<file path="src/rtl/fetch_queue.sv">
// Instruction fetch queue: issues sequential word fetches, buffers responses in order and
// presents them to Identify. Optional prefix pairing is enabled by `define FETCH_PREFIX_PAIR_EN.
module fetch_queue #(
   parameter int unsigned DEPTH    = 4,
   parameter logic [0:63] RESET_PC = 64'h0
) (
   input  logic                     i_clk,
   input  logic                     i_rst,
   output logic                     o_mem_req,
   output logic [0:63]              o_mem_addr,
   input  logic                     i_mem_ack,
   input  logic                     i_mem_rvalid,
   input  logic [0:31]              i_mem_rdata,
   input  logic                     i_redirect,
   input  logic [0:63]              i_redirect_pc,
   output logic                     o_en,
   output logic [0:31]              o_instr,
   output logic [0:63]              o_instr_pc,
   output logic [0:31]              o_instr_suffix,
   output logic                     o_prefixed,
   input  logic                     i_stall,
   output logic [$clog2(DEPTH):0]   o_count
);

   localparam int PW = $clog2(DEPTH);
   localparam int CW = PW + 1;
   typedef logic [CW-1:0] cnt_t;
   localparam cnt_t DEPTH_C = cnt_t'(DEPTH);

   logic [0:31]   instr_mem [DEPTH];
   logic [0:63]   pc_mem    [DEPTH];
   logic [PW-1:0] head, tail;
   cnt_t          count, inflight, drop;
   logic [0:63]   fetch_pc, resp_pc;

   logic          credit, ack_fire, resp, push, pop;
   logic [CW:0]   occupancy;
   cnt_t          pop_n, inflight_nxt;
   logic [1:0]    unused_rpc_lsbs;

   assign unused_rpc_lsbs = i_redirect_pc[62:63];

   // Credits cover both buffered words and outstanding requests, so a response always has a slot.
   assign occupancy = {1'b0, count} + {1'b0, inflight};
   assign credit    = occupancy < {1'b0, DEPTH_C};
   assign o_mem_req = !i_rst && !i_redirect && credit;
   // An ack in a redirect cycle is still a request the memory took; its response gets dropped.
   assign ack_fire  = !i_rst && i_mem_ack && credit;
   assign resp      = i_mem_rvalid && (inflight != '0);
   assign push      = resp && (drop == '0) && !i_redirect;
   assign pop       = o_en && !i_stall;

   assign inflight_nxt = inflight + cnt_t'(ack_fire) - cnt_t'(resp);
   assign o_mem_addr   = fetch_pc;
   assign o_count      = count;

   always_comb begin
      pop_n = '0;
      if (pop) begin
`ifdef FETCH_PREFIX_PAIR_EN
         pop_n = o_prefixed ? cnt_t'(2) : cnt_t'(1);
`else
         pop_n = cnt_t'(1);
`endif
      end
   end

   always_ff @(posedge i_clk) begin
      if (i_rst) begin
         head     <= '0;
         tail     <= '0;
         count    <= '0;
         inflight <= '0;
         drop     <= '0;
         fetch_pc <= RESET_PC;
         resp_pc  <= RESET_PC;
      end else begin
         inflight <= inflight_nxt;
         if (i_redirect) begin
            head     <= '0;
            tail     <= '0;
            count    <= '0;
            drop     <= inflight_nxt;
            fetch_pc <= {i_redirect_pc[0:61], 2'b00};
            resp_pc  <= {i_redirect_pc[0:61], 2'b00};
         end else begin
            if (ack_fire)
               fetch_pc <= fetch_pc + 64'd4;
            if (resp && (drop != '0))
               drop <= drop - cnt_t'(1);
            if (push) begin
               tail    <= tail + 1'b1;
               resp_pc <= resp_pc + 64'd4;
            end
            if (pop)
               head <= head + pop_n[PW-1:0];
            count <= count + cnt_t'(push) - pop_n;
         end
      end
   end

   always_ff @(posedge i_clk) begin
      if (push) begin
         instr_mem[tail] <= i_mem_rdata;
         pc_mem[tail]    <= resp_pc;
      end
   end

   always_ff @(posedge i_clk) begin
      if (!i_rst && push && !pop)
         assert (count != DEPTH_C);
   end

`ifdef FETCH_PREFIX_PAIR_EN
   logic          head_pfx;
   logic [PW-1:0] head_nxt;
   assign head_nxt = head + 1'b1;
   assign head_pfx = (instr_mem[head][0:5] == 6'b000001);
`endif

   always_comb begin
      o_en           = 1'b0;
      o_instr        = '0;
      o_instr_pc     = '0;
      o_instr_suffix = '0;
      o_prefixed     = 1'b0;
      if (count != '0) begin
         o_instr    = instr_mem[head];
         o_instr_pc = pc_mem[head];
`ifdef FETCH_PREFIX_PAIR_EN
         // A prefix waits for its suffix word so the pair leaves together.
         if (head_pfx) begin
            if (count >= cnt_t'(2)) begin
               o_en           = 1'b1;
               o_prefixed     = 1'b1;
               o_instr_suffix = instr_mem[head_nxt];
            end
         end else begin
            o_en = 1'b1;
         end
`else
         o_en = 1'b1;
`endif
      end
   end

endmodule

</file>
<file path="config.mk">
export PLATFORM = sky130hd
export DESIGN_NAME = fetch_queue
export DESIGN_NICKNAME = d
export VERILOG_FILES = /design/src/rtl/fetch_queue.sv
export SDC_FILE = /design/constraint.sdc
export NUM_CORES = 1
export LEC_CHECK = 0
export BUFFER_PORTS_ARGS = -buffer_cell sky130_fd_sc_hd__clkbuf_2
export CAP_MARGIN = 40
export CORE_ASPECT_RATIO = 0.9
export CORE_MARGIN = 2
export CORE_UTILIZATION = 24
export DETAILED_ROUTE_END_ITERATION = 12
export SLEW_MARGIN = 20
export SYNTH_ARGS = -nofsm -noshare
export SYNTH_HDL_FRONTEND = slang
export SYNTH_SLANG_ARGS = --single-unit
</file>
<file path="constraint.sdc">
create_clock -name i_clk -period 6.32 [get_ports i_clk]
set_clock_uncertainty 0.1 [all_clocks]
set_input_delay 0.632 -clock i_clk [delete_from_list [all_inputs] [get_ports i_clk]]
set_output_delay 0.632 -clock i_clk [all_outputs]
set_load 0.01 [all_outputs]
</file>
==> results.ini <==
[logic_synthesis]
yosys_most_used_dff=edfxtp_1
yosysUniqueCellTypes=69
synth_edf_count=376
synthCells=1630
synth_area_um2=22640
ys_seq_area_share_pct=62.16
syn_area_per_cell_um2=13.89
synthArstFlopShare_pct=0
yosys_warnings=0
ys_seq_elements=515

[cts]
clk_latency_ns=0.62
clk_pin_slew_ns=0.06
postCtsHoldBufs=0
cts.sinks=515
numCtsBuffers=57
cts_max_path_buffers=3
clockRootBuffer=clkbuf_16
post-cts-setup-buffers=0
cts_tree=done
cts_resized=0
htreeDepth=2

[routing]
dr_wl_met2_um=30550
wl_met3_um=5855
drt_iter0_markers=1134
post-route-drc-count=0
route.layer.met1.wl_um=31180
top_layer=met5
routed_wirelength_um=68890
final_antenna_net_count=0
vias_per_cell=4.657
drt_first_pass_iters=7
vias=14810
routedWlPerCell_um=21.66

[final_layout]
postLayoutCellArea_um2=27150
fin_cells=3180
area_growth_pct=19.93
fin_nets=2011
drive_gt1_share_pct=25.50

[power]
clkPwrFrac_pct=40.5
seqPwrFrac_pct=48.3
combPwrFrac_pct=11.2
internal_power_mw=6.138
swShare_pct=25.17
switchingPower_mw=2.065
p_total_mw=8.202
peakVddDrop_mv=0.2009
p_leak_nw=9.148
powerDensity_nw_per_um2=302.1

[global_route]
antenna_found_initial=12
grt_pass1_vias=14200
grt_max_degree=71
track_usage_pct=13.90
grt_pass1_wl_um=99280
grt_overflow=0

[timing]
fin_tns_setup_ns=0
final_hold_viol_count=0
fmax_ghz=0.2935
slew-limit-headroom_pct=44.52
worst_pin_slew_ns=0.8277
setup_viol=0
finalCriticalPeriod_ns=3.408
rsz0062_at_grt=false
slew_violations=0
hold_ws_ns=0.1420
finalCritPeriodShare_pct=53.92

[floorplan]
dieArea_um2=96810
core_um2=93240
row_count=106
die_x_um=327.8
io_pins=300
die_h_um=295.4
initial_core_util_pct=24.28

[placed_design]
post-dp-hpwl_um=48080
port_buffers=260
placed_cells=3075
gp_congestion=0.8003
placed_area_um2=25280

[worst_setup_path]
regToRegSetupSlack_ns=2.91
cp-start-kind=flip-flop
r2r_start=drop[0]$_SDFFE_PP0P_
regToRegEndpoint=instr_mem[0][10]$_DFFE_PP_
cp-end-kind=flip-flop
reg2reg_depth=7
crit_fanout=35
crit_required_ns=6.43
arrival_ns=3.52
crit_type=reg -> reg

[hold_path]
whs_path_depth=1
hold_path_end=instr_mem[1][0]$_DFFE_PP_
hold_path.class=in -> reg
hp-start=i_mem_rdata[31]

[job]
drv_cap=0

[run_status]
status=completed

==> cell usage after synthesis, types with 6 or more instances <==
| cell type | count | area [um2] |
|---|---|---|
| edfxtp_1 | 376 | 11290 |
| dfxtp_1 | 139 | 2783 |
| and2_1 | 110 | 688.2 |
| mux4_2 | 94 | 2117 |
| nand2_1 | 92 | 345.3 |
| nor2_1 | 65 | 244.0 |
| clkbuf_1 | 56 | 210.2 |
| o21a_1 | 55 | 412.9 |
| nand3_1 | 53 | 265.3 |
| nand4_1 | 48 | 300.3 |
| buf_4 | 38 | 285.3 |
| a21boi_0 | 37 | 277.8 |
| nor3_1 | 36 | 180.2 |
| xnor2_1 | 32 | 280.3 |
| and3_1 | 30 | 187.7 |
| nor4_1 | 30 | 187.7 |
| o21ai_0 | 29 | 145.1 |
| o31a_1 | 28 | 245.2 |
| inv_1 | 27 | 101.4 |
| xor2_1 | 25 | 219.0 |
| a211oi_1 | 21 | 157.7 |
| and4_1 | 15 | 131.4 |
| ha_1 | 15 | 187.7 |
| a31oi_1 | 14 | 87.58 |
| or4_1 | 14 | 105.1 |
| buf_2 | 13 | 65.06 |
| o31ai_1 | 13 | 97.59 |
| or3_1 | 12 | 75.07 |
| nor3b_1 | 10 | 75.07 |
| buf_1 | 9 | 33.78 |
| nor4b_1 | 9 | 78.83 |
| nor2b_1 | 8 | 50.05 |
| a21boi_1 | 6 | 45.04 |
==> routing by layer <==
layer  track usage, %  up-vias
li1                 -     6788
met1            19.20     7445
met2            21.13      460
met3            4.656       92
met4            2.853       24
met5                0        -
==> worst max-delay path by stage <==
stage	end	startpoint	slack, ns	cells after the start
floorplan	instr_mem[0][0]$_DFFE_PP_	drop[0]$_SDFFE_PP0P_	2.27	6
global placement	instr_mem[3][7]$_DFFE_PP_	drop[0]$_SDFFE_PP0P_	2.90	7
detailed placement	instr_mem[0][7]$_DFFE_PP_	drop[0]$_SDFFE_PP0P_	2.82	7
CTS	instr_mem[0][31]$_DFFE_PP_	drop[0]$_SDFFE_PP0P_	2.78	7
global route	pc_mem[0][41]$_DFFE_PP_	drop[0]$_SDFFE_PP0P_	2.65	7
finish	instr_mem[0][10]$_DFFE_PP_	drop[0]$_SDFFE_PP0P_	2.91	7
==> critical path, stage by stage (launching register included) <==
cell and delay (ns):
dfxtp_1 0.29, inv_1 0.10, ha_1 0.14, nor2b_1 0.33
nand3_1 0.38, nor2_1 0.46, and2_4 0.56, buf_4 0.59
==> state kept, by name, indices dropped and copies added, names as in the netlist, named ones only <==
| signal | flops |
|---|---|
| drop | 3 |
| head | 2 |
| inflight | 3 |
| instr_mem | 128 |
| o_count | 3 |
| o_mem_addr | 62 |
| pc_mem | 248 |
| resp_pc | 62 |
| tail | 2 |
==> kinds of logic (layout without fill, tap and decap cells) <==
group	Yosys count	in the layout	synth area share, %
AND/OR/NAND/NOR	558	558	14.16
buffers and inverters	147	418	3.172
multiplexers	99	99	9.572
XOR/XNOR	57	57	2.205
AO/OA/AOI/OAI	236	236	7.704
flip-flops	515	515	62.16
adder cells (fa/ha/maj)	17	17	1.006
other	1	38	0.01656
==> cells in the final DEF (no fill, tap or decap), types with 6 or more instances in the layout <==
cell type / count
edfxtp_1: 376
clkbuf_2: 259
dfxtp_1: 137
and2_1: 106
mux4_2: 94
nand2_1: 92
nor2_1: 65
clkbuf_16: 58
o21a_1: 55
nand3_1: 53
nand4_1: 48
a21boi_0: 37
conb_1: 37
nor3_1: 36
xnor2_1: 32
and3_1: 30
nor4_1: 30
o21ai_0: 29
o31a_1: 28
inv_1: 27
xor2_1: 25
a211oi_1: 21
buf_4: 21
and4_1: 15
ha_1: 15
or4_1: 14
a31oi_1: 14
o31ai_1: 13
or3_1: 11
clkbuf_1: 11
nor3b_1: 10
nor4b_1: 9
nor2b_1: 8
clkinv_1: 8
clkinv_2: 8
a21boi_1: 6
==> power groups by stage <==
stage | registers, mW | logic, mW | clock network [mW]
2_1_floorplan | 4.00 | 0.570 | 0
6_report | 3.96 | 0.918 | 3.32
4_1_cts | 3.97 | 0.948 | 3.40
5_1_grt | 3.99 | 1.02 | 3.54
3_5_place_dp | 4.04 | 0.942 | 0
3_3_place_gp | 4.03 | 0.932 | 0
==> area by class of cell <==
cell class | instances | area, um2
well taps | 1242 | 1554
inverters | 30 | 115.1
clock buffers | 76 | 1570
diodes | 1 | 2.502
fillers | 9412 | 66080
clock inverters | 28 | 304.0
flip-flops and latches | 515 | 14080
repair buffers | 284 | 1526
multi-input cells | 1004 | 7999
==> per-stage QoR <==
stage	worst slack, ns	util, %
floorplan	2.274	-
global placement	2.901	27.05
finish	2.912	29.12
CTS	2.779	29.12
detailed placement	2.821	27.11
global route	2.646	29.12
(Power assumes the default switching activity.)
